<file path="src/rtl/cache_ctrl_2way.sv">
// 2-way set-associative write-back/write-allocate data cache: 4 sets x 2 ways, 8-bit tag/data.
// Hit responds two edges after acceptance; misses add write-back/refill cycles per mem_ack.
module cache_ctrl_2way (
   input  logic       clock,
   input  logic       reset,
   input  logic       req_valid,
   output logic       req_ready,
   input  logic       req_write,
   input  logic [1:0] req_index,
   input  logic [7:0] req_tag,
   input  logic [7:0] req_wdata,
   output logic       resp_valid,
   output logic       resp_hit,
   output logic [7:0] resp_rdata,
   output logic       mem_req,
   output logic       mem_we,
   output logic [9:0] mem_addr,
   output logic [7:0] mem_wdata,
   input  logic       mem_ack,
   input  logic [7:0] mem_rdata
);

   typedef enum logic [2:0] {IDLE, LOOKUP, WRITEBACK, REFILL, RESPOND} state_t;

   state_t     state, state_nx;
   logic       lat_write;
   logic [1:0] lat_index;
   logic [7:0] lat_tag, lat_wdata;
   logic       victim;

   // Entry {way, index}: way 0 of set i is entry i, way 1 is entry i+4.
   logic [7:0] line_valid, line_dirty;
   logic [7:0] line_tag  [8];
   logic [7:0] line_data [8];
   logic [3:0] lru;

   logic [2:0] e0, e1, hit_e, miss_e, vic_e;
   logic       hit0, hit1, hit, hit_way, miss_way, miss_wb;

   always_comb begin
      e0       = {1'b0, lat_index};
      e1       = {1'b1, lat_index};
      hit0     = line_valid[e0] && (line_tag[e0] == lat_tag);
      hit1     = line_valid[e1] && (line_tag[e1] == lat_tag);
      hit      = hit0 | hit1;
      hit_way  = hit1;
      if (!line_valid[e0])      miss_way = 1'b0;
      else if (!line_valid[e1]) miss_way = 1'b1;
      else                      miss_way = lru[lat_index];
      hit_e    = {hit_way, lat_index};
      miss_e   = {miss_way, lat_index};
      vic_e    = {victim, lat_index};
      miss_wb  = line_valid[miss_e] & line_dirty[miss_e];
   end

   always_comb begin
      state_nx = state;
      case (state)
         IDLE:      if (req_valid) state_nx = LOOKUP;
         LOOKUP:    if (hit)           state_nx = RESPOND;
                    else if (miss_wb)  state_nx = WRITEBACK;
                    else               state_nx = REFILL;
         WRITEBACK: if (mem_ack) state_nx = REFILL;
         REFILL:    if (mem_ack) state_nx = RESPOND;
         RESPOND:   state_nx = IDLE;
         default:   state_nx = IDLE;
      endcase
   end

   always_ff @(posedge clock or posedge reset) begin
      if (reset) state <= IDLE;
      else       state <= state_nx;
   end

   assign req_ready = (state == IDLE);

   always_ff @(posedge clock or posedge reset) begin
      if (reset) begin
         lat_write  <= 1'b0;
         lat_index  <= '0;
         lat_tag    <= '0;
         lat_wdata  <= '0;
         victim     <= 1'b0;
         line_valid <= '0;
         line_dirty <= '0;
         lru        <= '0;
         for (int i = 0; i < 8; i++) begin
            line_tag[i]  <= '0;
            line_data[i] <= '0;
         end
         resp_valid <= 1'b0;
         resp_hit   <= 1'b0;
         resp_rdata <= '0;
         mem_req    <= 1'b0;
         mem_we     <= 1'b0;
         mem_addr   <= '0;
         mem_wdata  <= '0;
      end else begin
         resp_valid <= 1'b0;
         case (state)
            IDLE: if (req_valid) begin
               lat_write <= req_write;
               lat_index <= req_index;
               lat_tag   <= req_tag;
               lat_wdata <= req_wdata;
            end
            LOOKUP: if (hit) begin
               if (lat_write) begin
                  line_data[hit_e]  <= lat_wdata;
                  line_dirty[hit_e] <= 1'b1;
                  resp_rdata        <= lat_wdata;
               end else begin
                  resp_rdata        <= line_data[hit_e];
               end
               resp_hit       <= 1'b1;
               lru[lat_index] <= ~hit_way;
            end else begin
               victim  <= miss_way;
               mem_req <= 1'b1;
               if (miss_wb) begin
                  mem_we    <= 1'b1;
                  mem_addr  <= {line_tag[miss_e], lat_index};
                  mem_wdata <= line_data[miss_e];
               end else begin
                  mem_we    <= 1'b0;
                  mem_addr  <= {lat_tag, lat_index};
               end
            end
            // mem_req stays high into the refill; only direction and address move.
            WRITEBACK: if (mem_ack) begin
               mem_we   <= 1'b0;
               mem_addr <= {lat_tag, lat_index};
            end
            REFILL: if (mem_ack) begin
               mem_req           <= 1'b0;
               line_valid[vic_e] <= 1'b1;
               line_dirty[vic_e] <= lat_write;
               line_tag[vic_e]   <= lat_tag;
               line_data[vic_e]  <= lat_write ? lat_wdata : mem_rdata;
               resp_rdata        <= lat_write ? lat_wdata : mem_rdata;
               resp_hit          <= 1'b0;
               lru[lat_index]    <= ~victim;
            end
            RESPOND: resp_valid <= 1'b1;
            default: ;
         endcase
      end
   end

endmodule

</file>
<file path="config.mk">
export PLATFORM = sky130hd
export DESIGN_NAME = cache_ctrl_2way
export DESIGN_NICKNAME = d
export VERILOG_FILES = /design/src/rtl/cache_ctrl_2way.sv
export SDC_FILE = /design/constraint.sdc
export NUM_CORES = 1
export LEC_CHECK = 0
export CAP_MARGIN = 20
export CORE_MARGIN = 4
export CORE_UTILIZATION = 54
export DETAILED_ROUTE_END_ITERATION = 10
export PLACE_DENSITY = 0.77
export SLEW_MARGIN = 10
export SYNTH_ARGS = -nofsm -noshare
export SYNTH_HDL_FRONTEND = slang
export SYNTH_SLANG_ARGS = --single-unit
</file>
<file path="constraint.sdc">
create_clock -name clock -period 7.35 [get_ports clock]
set_clock_uncertainty 0.1 [all_clocks]
set_input_delay 1.47 -clock clock [delete_from_list [all_inputs] [get_ports clock]]
set_output_delay 1.47 -clock clock [all_outputs]
set_load 0.02 [all_outputs]
</file>
* Yosys cells after proc, flatten, opt, wreduce, memory -nomap -nowiden
Index checks and enable logic that the tools add are counted.
** Storage, ports and cells
- Register bits :: 201
- Input port bits :: 31
- Output and inout bits :: 31
** Operators by class
- Order comparisons :: 16
- Equal/unequal tests :: 12
- Multiplexer cells :: 78
- Bitwise logic cells :: 12
- Reduce and logical (&&, ||, !) cells :: 19
** Operators with widths (number)
- 64-bit bitwise mux :: 3
- 64-bit 2-to-1 mux :: 3
- 8-bit 2-to-1 mux :: 19
- 64-bit case mux with 2 select lines :: 1
- 8-bit binary-select mux with 3-bit select :: 5
- 8-bit demux with 3-bit select :: 2
- 8-bit case mux with 2 select lines :: 2
- 10-bit 2-to-1 mux :: 3
- 4-bit greater-or-equal comparator, second input constant :: 5
- 10-bit case mux with 2 select lines :: 1
- 1-bit 2-to-1 mux :: 17
- 8-bit == test :: 2
- 3-bit by 4-bit < comparator with 1-bit output, second input constant :: 4
- 3-bit inverter with 4-bit output :: 4
- 8-bit OR :: 2
- 3-bit AND reduction :: 5
- 3-bit 2-to-1 mux :: 4
- 2-bit != test, second input constant :: 6
- 3-bit case mux with 4 select lines :: 1
- 4-bit bitwise mux :: 2
- 8-bit bitwise mux :: 1
- 4-bit by 1-bit < comparator with 1-bit output, second input constant :: 2
- 4-bit 2-to-1 mux :: 2
- 4-bit case mux with 2 select lines :: 1
- 21 further kinds :: 40

* Depth between registers and ports, before layout
- Word-level depth :: 15
- Depth in mapped cells :: 11
- Depth with buffers taken out :: 7

* Worst setup path after synthesis
OpenSTA, ideal clock, no wires.
- Path type :: in2reg
- Start :: input port mem_ack
- End :: register line_data[32] (netlist bit)
- Setup time :: 0.125 ns
- Data arrival time :: 3.257 ns
- Path slack :: 3.869 ns
- Stages :: 6
- Path buffers :: 2
- Cells stage by stage :: and2_1 buf_1 a21oi_1 or4b_1 buf_2 mux2_2
** Between the ends
- Longest elaborated chain between the ends :: 2
** RTL lines
- start: declaration :: line 19 : input logic mem_ack,
- 2-bit != test (no line)
- 4-bit AND reduction (no line)
- end signal: indexed assignment :: line 109 : line_data[hit_e] <= lat_wdata;
- end signal: indexed assignment :: line 139 : line_data[vic_e] <= lat_write ? lat_wdata : mem_rdata;
- end: declaration :: line 34 : logic [7:0] line_data [8];
No other way between the ends.
A chain may end at the register's enable or synchronous reset.

* Final worst setup path
- Start :: register lat_index[0]
- End :: register line_data[6] (netlist bit)
** Between the ends
- Longest elaborated chain between the ends :: 15
- Elaborated cells on any way between the ends :: 37
- Classes of those cells :: order compare: 4; eq/ne: 3; mux: 20; bitwise: 5; reduce/logical: 5
** RTL lines
- start: declaration :: line 27 : logic [1:0] lat_index;
- start signal: assignment :: line 103 : lat_index <= req_index;
- 3-bit inverter with 4-bit output (not written as such) :: line 44 : hit1 = line_valid[e1] && (line_tag[e1] == lat_tag);
- 8-bit binary-select mux with 3-bit select :: line 44
- 8-bit 2-to-1 mux (not written as such) (2 in a row) :: line 44
- 8-bit == test :: line 44
- 1-bit logical AND :: line 44
- 3-bit inverter with 4-bit output (not written as such) :: line 109
- 4-bit greater-or-equal comparator (not written as such) / 4-bit by 1-bit < comparator with 1-bit output (equally long branches) :: line 109
- 1-bit logical AND (not written as such) :: line 109
- 8-bit 2-to-1 mux (not written as such) :: line 109
- 8-bit demux with 3-bit select :: line 109
- 64-bit bitwise mux :: line 109
- 64-bit 2-to-1 mux :: line 108 : if (lat_write) begin
- 64-bit 2-to-1 mux :: line 107 : LOOKUP: if (hit) begin
- 64-bit case mux with 2 select lines :: line 100 : case (state)
Parallel ways exist; a longest one is shown, timed or not. The select of a mux whose other input is x is not followed.

==> summary.md <==
| Metric | Value |
|---|---|
| Fraction of layout cells with a size suffix above 1 | `32.1%` |
| Clock latency on the worst-skew pair | `0.51 ns` |
| Max Slew Vio Count | `0` |
| Clock tree buffer depth | `3` |
| Vias | `6909` |
| Post-CTS Hold Buffers | `0` |
| Worst Min Path Start | `line_valid[6]` |
| Startpoint types | `flip-flop` |
| Final setup margin | `2.33 ns` |
| Critical Path RT | `7.63 ns` |
| Post-synth top area share | `50.6%` |
| Die Wd | `144 microns` |
| RSZ-0062 raised after global routing | `false` |
| Yosys reg bits | `201` |
| Drt first pass iters | `5` |
| CTS Root Cell | `clkbuf_16` |
| Hold Crit Endpoint | `line_valid[6]` |
| NumNets Final | `860` |
| Synthesized cell area | `0.00993 sq mm` |
| Total gr overflow | `0` |
| Largest cells by area after synthesis | `dfrtp_1, mux2_2, mux4_2, o22ai_1, nand2_1` |
| Placer Congestion | `0.865` |
| Placed Cells incl. Taps | `1031` |
| YS warnings | `0` |
| Buf/Inv on CP | `2` |
| Total power | `5.09 mW` |
| Mapped Nets | `811` |
| Post-cts sizing count | `0` |
| Hold Violations, Final | `0` |
| Slew @ Worst Pin | `1.12 ns` |
| Final period utilization | `68.3%` |
| Register area | `0.00503 sq mm` |
| Core ar. | `0.0180 sq mm` |
| Die Height | `144 microns` |
| Fin Setup TNS | `0 ns` |
| Area grow syn2layout | `14.9%` |
| Yosys top cell by area | `dfrtp_1` |
| Fin cells | `1073` |
| Outcome | `finished clean` |
| Fraction of registers with async set/reset | `100%` |
| Final setup vio count | `0` |
| NetSw | `1.97 mW` |
| Clk pwr share | `20.4%` |
| Worst path top cell family by delay | `simple AND/OR/NAND/NOR gates` |
| RR Startpoint | `lat_index[0]` |
| Worst path slowest cell | `dfrtp_2` |
| Via/cell ratio | `6.44` |
| Met1 Usage GRT | `37.8%` |
| Largest net degree at the start of global routing | `151` |
| Number of global-route vias before repair | `7073` |
| DIE AREA | `0.0206 sq mm` |
| Sink Count | `201` |
| Mapped Avg Cell Area | `12.7 sq um` |
| EDFF count, synth | `0` |
| N_diodes | `0` |
| Routed Antenna Nets | `0` |
| Min cycle time layout | `5.02 ns` |
| Comb pwr share | `42.2%` |
| CP max stage delay | `0.96 ns` |
| Highest clock rate | `0.199 GHz` |
| Post-synthesis sequential area ratio | `50.6%` |
| Crit path capture type | `flip-flop` |
| Fin Hold WS | `0.369 ns` |
| Max Cap Viol | `0` |
| Sw frac | `38.8%` |
| Final wirelength | `24900 microns` |
| Kind of critical path | `flip-flop to flip-flop` |
| Placed Area | `0.0107 sq mm` |
| Hold WC Path Type | `flip-flop to flip-flop` |
| Reg power frac | `37.4%` |
| P_leak | `4.90 nW` |
| Cells after synthesis | `780` |
| Final instance area | `0.0114 sq mm` |
| Cell Pwr Density | `446 mW/mm^2` |
| Number of DRC markers in iteration 0 | `601` |
| Pint | `3.12 mW` |
| Initial antenna violation count | `0` |
| Peak VDD IR | `0.000294 V` |
| Most common flop cell mapped by yosys | `dfrtp_1` |
| Starting Density | `55.1%` |
| Cts bufs inserted | `23` |
| CP cell instances | `buf_4 > mux4_2 > xnor2_1 > nand2_1 > nor3_2 > nor3b_2 > buf_4 > nor3_2 > mux2_2` |
| Post-DP HPWL | `17100 microns` |
| Max-Slew Margin vs Limit | `25.2%` |
| Clock transition at path regs | `0.06 ns` |
| Row cnt | `49` |
| Port bufs | `61` |
| R2R setup slack | `2.33 ns` |
| Dpl ws | `2.36 ns` |
| R2R Path End | `line_data[6]` |
| Post-Route Utilization | `63.3%` |
| Global routing usage on met3 | `4.19%` |
| Drt wl/cell | `23.2 microns` |
| DRC | `0` |
| Synth cell types | `49` |
| CP max FO | `28` |
| GR Util met2 | `37.9%` |
| Gr busiest metal | `met2` |
| Hold depth | `1` |
| I/O pin count | `62` |
| Post-CTS setup buffer count | `0` |
| Total track usage | `24.8%` |
| # fillers | `1330` |
| H-tree levels | `1` |
| Critical Path AT | `5.30 ns` |
| Global-route wire length before repair | `40400 microns` |
| Multi-input gate area in the final layout | `0.00467 sq mm` |
| Worst Reg2Reg Path Length in Cells | `9` |
| CTS tree | `built` |
## worst reg2reg max path, stage by stage (launching register included)
cell	delay, ns
dfrtp_2	0.96
buf_4	0.47
mux4_2	0.59
xnor2_1	0.15
nand2_1	0.12
nor3_2	0.91
nor3b_2	0.16
buf_4	0.27
nor3_2	0.75
mux2_2	0.42
## flip-flops by register name, summed over array words and instances, names as in the netlist
signal and cells:
lat_tag 8, state 3, victim 1, resp_hit 1, resp_valid 1, lat_index 2, lru 4, lat_wdata 8
line_dirty 8, line_valid 8, line_tag 64, mem_addr 10, mem_we 1, line_data 64, mem_wdata 8, mem_req 1
lat_write 1, resp_rdata 8
## final cells by class
class | count | share of cell area, %
inverter | 12 | 0.460
clock buffer | 34 | 5.58
sequential | 201 | 44.1
timing repair buffer | 70 | 6.10
multi-input combinational | 521 | 40.9
tap | 229 | 2.51
clock inverter | 6 | 0.318
## worst max path at each step
| stage | from | endpoint | depth (start not counted) | slack [ns] |
|---|---|---|---|---|
| 2_1_floorplan | reset | lat_index[0] | 1 | 0.30 |
| 3_3_place_gp | lat_index[0] | line_data[3] | 9 | 2.48 |
| 3_5_place_dp | lat_index[0] | line_data[2] | 9 | 2.36 |
| 4_1_cts | lat_index[0] | line_data[6] | 9 | 2.33 |
| 5_1_grt | lat_index[0] | line_data[6] | 9 | 2.02 |
| 6_report | lat_index[0] | line_data[6] | 9 | 2.33 |
## placed cells by master, fill, tap and decap left out, types with 2 or more instances in the layout
cell,n
clkbuf_1,9
clkbuf_16,23
nand2_1,58
a22o_1,3
xnor2_1,16
o21bai_1,2
mux2_2,170
nor3b_1,2
a31oi_1,5
nor3_1,3
nand2b_1,7
buf_4,7
a211oi_1,2
o22ai_1,56
inv_1,10
clkdlybuf4s50_1,61
o21ai_0,12
and2_1,2
clkbuf_8,2
mux2i_1,18
dfrtp_1,199
o22a_1,7
mux4_2,37
clkinv_2,4
nor2_1,27
nor4_4,3
dfrtp_2,2
nor2b_1,2
nor3_2,7
nand3_1,25
nand4_1,10
or2_2,6
a21oi_1,23
## cells in the mapped netlist, drive strengths merged (2+ instances only)
| library cell | n |
|---|---|
| xnor2 | 16 |
| buf | 15 |
| dfrtp | 201 |
| a21oi | 23 |
| o21bai | 2 |
| and2 | 3 |
| o22a | 7 |
| nand4 | 10 |
| nand2b | 7 |
| or2 | 6 |
| a22o | 3 |
| inv | 12 |
| nand2 | 58 |
| nor4 | 4 |
| a211oi | 2 |
| mux2 | 170 |
| a31oi | 5 |
| o21ai | 14 |
| nand3 | 25 |
| nor2 | 27 |
| nor3 | 10 |
| o22ai | 56 |
| mux2i | 18 |
| clkbuf | 31 |
| nor2b | 2 |
| nor3b | 3 |
| mux4 | 37 |
## layer usage
layer  part of all wire (%)  wire length [microns]
met1                     44                  10900
met2                     46                  11600
met3                    8.2                   2040
met4                    1.4                    351
met5                      0                      0
## power groups by stage
stage	registers, mW	clock network (mW)	logic (mW)
finish	1.90	1.04	2.15
global route	1.96	1.10	2.32
CTS	1.90	1.05	2.14
detailed placement	1.91	0	2.12
global placement	1.87	0	2.07
floorplan	1.74	0	1.63
## kinds of logic after synthesis
logic type	Yosys count	share of synthesized area (%)
muxes	225	29.5
DFF	201	50.6
and+or+nand+nor	161	8.58
AOI/OAI and AO/OA	119	7.48
buffers and inverters	58	2.39
xor gates and xnor gates	16	1.41
Power figures use the tool's default switching activity.
